`config.mk`:
```
export PLATFORM = sky130hd
export DESIGN_NAME = ingress_tlp_router
export DESIGN_NICKNAME = d
export VERILOG_FILES = /design/src/rtl/ingress_tlp_router.sv
export SDC_FILE = /design/constraint.sdc
export NUM_CORES = 1
export LEC_CHECK = 0
export BUFFER_PORTS_ARGS = -buffer_cell sky130_fd_sc_hd__buf_2
export CELL_PAD_IN_SITES_DETAIL_PLACEMENT = 0
export CELL_PAD_IN_SITES_GLOBAL_PLACEMENT = 2
export CORE_ASPECT_RATIO = 0.5
export CORE_MARGIN = 2
export CORE_UTILIZATION = 34
export CTS_CLUSTER_SIZE = 16
export DETAILED_ROUTE_END_ITERATION = 8
export GPL_TIMING_DRIVEN = 0
export PLACE_DENSITY_LB_ADDON = 0.12
export SLEW_MARGIN = 20
export SYNTH_ARGS = -nofsm -noshare
export SYNTH_HDL_FRONTEND = slang
export SYNTH_SLANG_ARGS = --single-unit
```
`constraint.sdc`:
```
create_clock -name clk -period 5.4 [get_ports clk]
set_input_delay 1.08 -clock clk [delete_from_list [all_inputs] [get_ports clk]]
set_output_delay 1.08 -clock clk [all_outputs]
set_load 0.005 [all_outputs]
```
`src/rtl/ingress_tlp_router.sv`:
```
// ingress_tlp_router
//   Packet-level scheduler that sits after the ingress AXIS converter. The header
//   on each SOP beat is decoded. MRd/MWr packets (type 5'b00000) are steered to the
//   request port, and Cpl/CplD packets (type 5'b01010) to the completion port. All
//   other TLPs are sunk. The chosen route is held until EOP.
//
//   A packet may only start toward one port once the other port's slice is empty or
//   draining. This stops two packets from being emitted concurrently.
//
// Ports
//   clk, rst_n            clock, synchronous active-low reset
//   cnt_clr               synchronous clear of the debug counters
//   s_t* / s_sop / s_eop  input stream (DW0 in s_tdata[31:0], type in [28:24])
//   req_t* / req_sop/eop  request output port (one register slice)
//   cpl_t* / cpl_sop/eop  completion output port (one register slice)
//   req/cpl/drop_pkt_cnt  packets finished per class, counted on the EOP beat
//   err_cnt               framing errors (stray non-SOP beat, or SOP inside a packet)
module ingress_tlp_router #(
  parameter int DATA_W = 64,
  parameter int KEEP_W = DATA_W / 8,
  parameter int CNT_W  = 32
) (
  input  logic              clk,
  input  logic              rst_n,
  input  logic              cnt_clr,
  input  logic              s_tvalid,
  output logic              s_tready,
  input  logic [DATA_W-1:0] s_tdata,
  input  logic [KEEP_W-1:0] s_tkeep,
  input  logic              s_sop,
  input  logic              s_eop,
  output logic              req_tvalid,
  input  logic              req_tready,
  output logic [DATA_W-1:0] req_tdata,
  output logic [KEEP_W-1:0] req_tkeep,
  output logic              req_sop,
  output logic              req_eop,
  output logic              cpl_tvalid,
  input  logic              cpl_tready,
  output logic [DATA_W-1:0] cpl_tdata,
  output logic [KEEP_W-1:0] cpl_tkeep,
  output logic              cpl_sop,
  output logic              cpl_eop,
  output logic [CNT_W-1:0]  req_pkt_cnt,
  output logic [CNT_W-1:0]  cpl_pkt_cnt,
  output logic [CNT_W-1:0]  drop_pkt_cnt,
  output logic [CNT_W-1:0]  err_cnt
);

  typedef enum logic [1:0] {IDLE, FWD_REQ, FWD_CPL, DROP} state_t;
  // Destination of the beat currently presented on the input.
  // CLS_STRAY marks a non-SOP beat that arrives while no packet is open.
  typedef enum logic [1:0] {CLS_REQ, CLS_CPL, CLS_DROP, CLS_STRAY} cls_t;

  state_t state_reg;
  cls_t   dec_cls;
  cls_t   beat_cls;
  logic   beat_ready;
  logic   accept;

  // Index 0 is the request slice, index 1 is the completion slice.
  logic [1:0]        slot_vld_reg;
  logic [DATA_W-1:0] slot_data_reg [2];
  logic [KEEP_W-1:0] slot_keep_reg [2];
  logic [1:0]        slot_sop_reg;
  logic [1:0]        slot_eop_reg;
  logic [1:0]        port_tready;
  logic [1:0]        slot_free;
  logic [1:0]        slot_load;

  // Index order: req, cpl, drop, err.
  logic [CNT_W-1:0]  cnt_reg [4];
  logic [3:0]        cnt_inc;

  assign port_tready = {cpl_tready, req_tready};
  assign slot_free   = ~slot_vld_reg | port_tready;

  always_comb begin
    dec_cls = CLS_DROP;
    if (s_tdata[28:24] == 5'b00000)
      dec_cls = CLS_REQ;
    else if (s_tdata[28:24] == 5'b01010)
      dec_cls = CLS_CPL;

    beat_cls = CLS_STRAY;
    if (s_sop) begin
      beat_cls = dec_cls;
    end else begin
      case (state_reg)
        FWD_REQ: beat_cls = CLS_REQ;
        FWD_CPL: beat_cls = CLS_CPL;
        DROP:    beat_cls = CLS_DROP;
        default: beat_cls = CLS_STRAY;
      endcase
    end

    // A forwarded beat needs its own slice to be free. It also needs the other
    // slice to be free, so that a new packet cannot overtake one still held in
    // the other port. Beats that are sunk are always accepted.
    beat_ready = 1'b1;
    if (beat_cls == CLS_REQ || beat_cls == CLS_CPL)
      beat_ready = &slot_free;
  end

  assign s_tready = rst_n & beat_ready;
  assign accept   = s_tvalid & s_tready;

  assign slot_load[0] = accept & (beat_cls == CLS_REQ);
  assign slot_load[1] = accept & (beat_cls == CLS_CPL);

  always_ff @(posedge clk) begin
    if (!rst_n) begin
      state_reg <= IDLE;
    end else if (accept) begin
      if (s_eop) begin
        state_reg <= IDLE;
      end else if (s_sop) begin
        case (dec_cls)
          CLS_REQ: state_reg <= FWD_REQ;
          CLS_CPL: state_reg <= FWD_CPL;
          default: state_reg <= DROP;
        endcase
      end
    end
  end

  genvar gi;
  generate
    for (gi = 0; gi < 2; gi++) begin : g_slot
      always_ff @(posedge clk) begin
        if (!rst_n) begin
          slot_vld_reg[gi]  <= 1'b0;
          slot_data_reg[gi] <= '0;
          slot_keep_reg[gi] <= '0;
          slot_sop_reg[gi]  <= 1'b0;
          slot_eop_reg[gi]  <= 1'b0;
        end else if (slot_load[gi]) begin
          slot_vld_reg[gi]  <= 1'b1;
          slot_data_reg[gi] <= s_tdata;
          slot_keep_reg[gi] <= s_tkeep;
          slot_sop_reg[gi]  <= s_sop;
          slot_eop_reg[gi]  <= s_eop;
        end else if (port_tready[gi]) begin
          slot_vld_reg[gi]  <= 1'b0;
        end
      end
    end
  endgenerate

  assign cnt_inc[0] = accept & s_eop & (beat_cls == CLS_REQ);
  assign cnt_inc[1] = accept & s_eop & (beat_cls == CLS_CPL);
  assign cnt_inc[2] = accept & s_eop & (beat_cls == CLS_DROP);
  assign cnt_inc[3] = accept & ((beat_cls == CLS_STRAY) | (s_sop & (state_reg != IDLE)));

  generate
    for (gi = 0; gi < 4; gi++) begin : g_cnt
      always_ff @(posedge clk) begin
        if (!rst_n || cnt_clr)
          cnt_reg[gi] <= '0;
        else if (cnt_inc[gi])
          cnt_reg[gi] <= cnt_reg[gi] + CNT_W'(1);
      end
    end
  endgenerate

  assign req_tvalid   = slot_vld_reg[0];
  assign req_tdata    = slot_data_reg[0];
  assign req_tkeep    = slot_keep_reg[0];
  assign req_sop      = slot_sop_reg[0];
  assign req_eop      = slot_eop_reg[0];
  assign cpl_tvalid   = slot_vld_reg[1];
  assign cpl_tdata    = slot_data_reg[1];
  assign cpl_tkeep    = slot_keep_reg[1];
  assign cpl_sop      = slot_sop_reg[1];
  assign cpl_eop      = slot_eop_reg[1];
  assign req_pkt_cnt  = cnt_reg[0];
  assign cpl_pkt_cnt  = cnt_reg[1];
  assign drop_pkt_cnt = cnt_reg[2];
  assign err_cnt      = cnt_reg[3];

endmodule
```
==> flow_metrics.py <==
metrics = {
    "routing": {
        "vias": 9279,
        "drt-total-wl_um": 35500,
        "drtIter0Drc": 390,
        "dr.pass1.iters": 5,
        "route.detailed.drc": 0,
        "vias_per_cell": 4.80,
        "wl_per_cell_um": 18.3,
        "antenna_left": 0,
    },
    "floorplan": {
        "core_area_mm2": 0.0373,
        "num_rows": 50,
        "start_util_pct": 34.4,
        "ioPinCount": 359,
        "die_h_um": 141,
        "die_area_mm2": 0.0394,
        "die_w_um": 279,
    },
    "final_layout": {
        "final_util_pct": 43.8,
        "nets": 1502,
        "fin_cells": 1934,
        "n_fill_cell": 3596,
        "drive_above_1_share_pct": 31.7,
        "areaGrowthSynthToFinish_pct": 27.3,
    },
    "yosys": {
        "synth_nets": 1110,
        "synth-edff-count": 272,
        "netlist.area_leader.share_pct": 63.7,
        "synth_top_area_cell": "edfxtp_1",
        "synth_area_per_cell_um2": 12.5,
        "synth_flop_cell": "edfxtp_1",
        "synth-compound-area-share_pct": 1.51,
        "synth_cell_types": 47,
        "synth_top_family_by_area": "simple AND/OR/NAND/NOR gates",
        "synthSimpleGateAreaFrac_pct": 22.7,
        "synth_area_mm2": 0.0128,
        "synthArstFlopShare_pct": 0,
        "synth_cells": 1024,
        "synth-adder-area-share_pct": 0.586,
        "synth.top_cells.by_area": "edfxtp_1, nor2_1, xor2_1",
        "yosys_warnings": 0,
        "ys_ff_latch": 280,
        "yosysSeqAreaShare_pct": 65.0,
        "synthXorXnorAreaFrac_pct": 7.93,
        "synth.area.mux_share_pct": 0.0781,
    },
    "sta": {
        "hold_violations": 0,
        "final_max_slew_viol_count": 0,
        "fin_worst_skew_ps": 43.4,
        "period_share_pct": 62.4,
        "rsz0062_at_grt": "false",
        "period_needed_ps": 3370,
        "finalSetupViolCount": 0,
        "worst_slack_ps": 2030,
        "fmax_mhz": 297,
        "worstMarginPinSlew_ps": 1120,
        "fin_setup_tns_ps": 0,
        "slew_headroom_pct": 24.5,
    },
    "placed_design": {
        "dp_cells": 1880,
        "place_ws_ps": 1420,
        "gpl.final_weighted_congestion": 0.788,
        "port_buffers": 358,
        "dp_hpwl_um": 25300,
    },
    "grt": {
        "grt.total_usage_pct": 17.4,
        "grt_max_degree": 44,
        "gr-total-overflow": 0,
        "grt_pass1_wl_um": 54300,
        "antenna_found_initial": 7,
        "first_global_vias": 9370,
    },
    "clock_network": {
        "root_buffer": "clkbuf_16",
        "cts_setup_buffers": 0,
        "postCtsHoldBufs": 0,
        "clk_latency_ps": 590,
        "cts_tree": "yes",
        "cts_resized": 0,
        "path_clk_slew_ps": 60,
        "clockBufferDepth": 3,
        "clock_sinks": 280,
        "numCtsBuffers": 28,
        "h-tree-depth": 1,
    },
    "setup_path": {
        "crit_slowest_cell": "nand2_2",
        "startpoint": "s_tdata[28]",
        "critPathCaptureType": "register",
        "cp.arrival_ps": 3550,
        "critical_path.max_stage_delay_ps": 610,
        "path_max_fanout": 32,
        "crit_chain": "buf_2 -> nor3_1 -> nand4_1 -> a21boi_1 -> clkbuf_1 -> nand2_1 -> nand2_2",
        "critPathLaunchType": "primary input",
        "regToRegStartpoint": "state_reg[0]",
        "path_class": "in2reg",
        "critPathRequiredTime_ps": 5580,
    },
    "power": {
        "finalPower_uw": 4950,
        "peakVddDrop_mv": 0.228,
        "p_per_area_mw_per_mm2": 303,
        "p_leak_uw": 0.00665,
    },
    "outcome": {
        "status": "finished clean",
    },
    "job": {
        "maxCapViolCount": 0,
    },
    "hold_path": {
        "hold_start": "req_sop",
        "hp-class": "reg2reg",
    },
}
==> critical path: cells and delay by family <==
kind | cells | cell delay [ps]
AND/OR/NAND/NOR | 4 | 1450
AO/OA/AOI/OAI | 1 | 430
buffers and inverters | 2 | 570
==> cells by family after synthesis <==
logic type / after synthesis
XOR/XNOR: 116
multiplexers: 1
flip-flops: 280
AND/OR/NAND/NOR: 524
AO/OA/AOI/OAI: 28
buffers and inverters: 69
adder cells (fa/ha/maj): 6
==> worst paths after layout <==
kind                                        to  slack (ps)  cells after the start
worst max-delay path            cnt_reg[0][16]        2030                      7
worst min register to register         req_sop         460                      2
worst min-delay path                   req_sop         460                      2
worst max register to register  cnt_reg[1][14]        2180                      8
==> cells in the mapped netlist (all sizes together), types with 17 or more instances <==
cell,n
xnor2,55
nand3,54
nor3,17
nand2,46
and3,83
and2,76
nor4,20
xor2,61
nand4,43
nor2,148
buf,17
edfxtp,272
inv,20
clkbuf,32
==> routing by layer <==
| metal | wire length, um | part of all wire (%) | GRT usage, % | up-vias |
|---|---|---|---|---|
| met5 | 46 | 0.13 | 0 | - |
| met4 | 1190 | 3.3 | 6.08 | 8 |
| met3 | 2360 | 6.6 | 5.48 | 69 |
| met2 | 17300 | 49 | 29.7 | 219 |
| met1 | 14600 | 41 | 21.0 | 4491 |
| li1 | - | - | - | 4492 |
==> power breakdown <==
part / total, uW / switching (uW) / leakage (uW) / internal, uW
registers: 2570 / 84.9 / 0.00299 / 2480
logic: 341 / 198 / 0.00321 / 143
clock network: 2040 / 889 / 0.000457 / 1150
total: 4950 / 1170 / 0.00665 / 3780
==> cell type report <==
cell class | instances | area (um2) | share of cell area, %
flip-flops and latches | 280 | 8330 | 51.0
multi-input cells | 675 | 4240 | 26.0
repair buffers | 362 | 1890 | 11.6
clock buffers | 34 | 723 | 4.43
well taps | 494 | 618 | 3.79
clock inverters | 17 | 216 | 1.33
plain buffers | 49 | 216 | 1.33
inverters | 20 | 75.1 | 0.460
diodes | 3 | 7.51 | 0.0460
==> through the flow <==
step | area [um2] | hold WS (ps)
floorplan | 12800 | 452
global placement | 15200 | 445
detailed placement | 15400 | 454
CTS | 16300 | 464
global route | 16300 | 493
finish | 16300 | 458
==> cells in the final DEF (no fill, tap or decap), drive strengths merged, types with 4 or more instances in the layout <==
cell type,count
nor4,20
and4,11
nor3,17
xnor2,55
inv,21
bufinv,4
ha,6
dfxtp,8
and3,83
a21oi,6
o21ai,10
nand2b,4
buf,379
edfxtp,272
nand2,46
nor2,148
and2,76
nor2b,7
xor2,61
nand4,43
nand3,54
clkbuf,66
or3,6
clkinv,11
No activity file was read; power rests on OpenSTA's default activity.
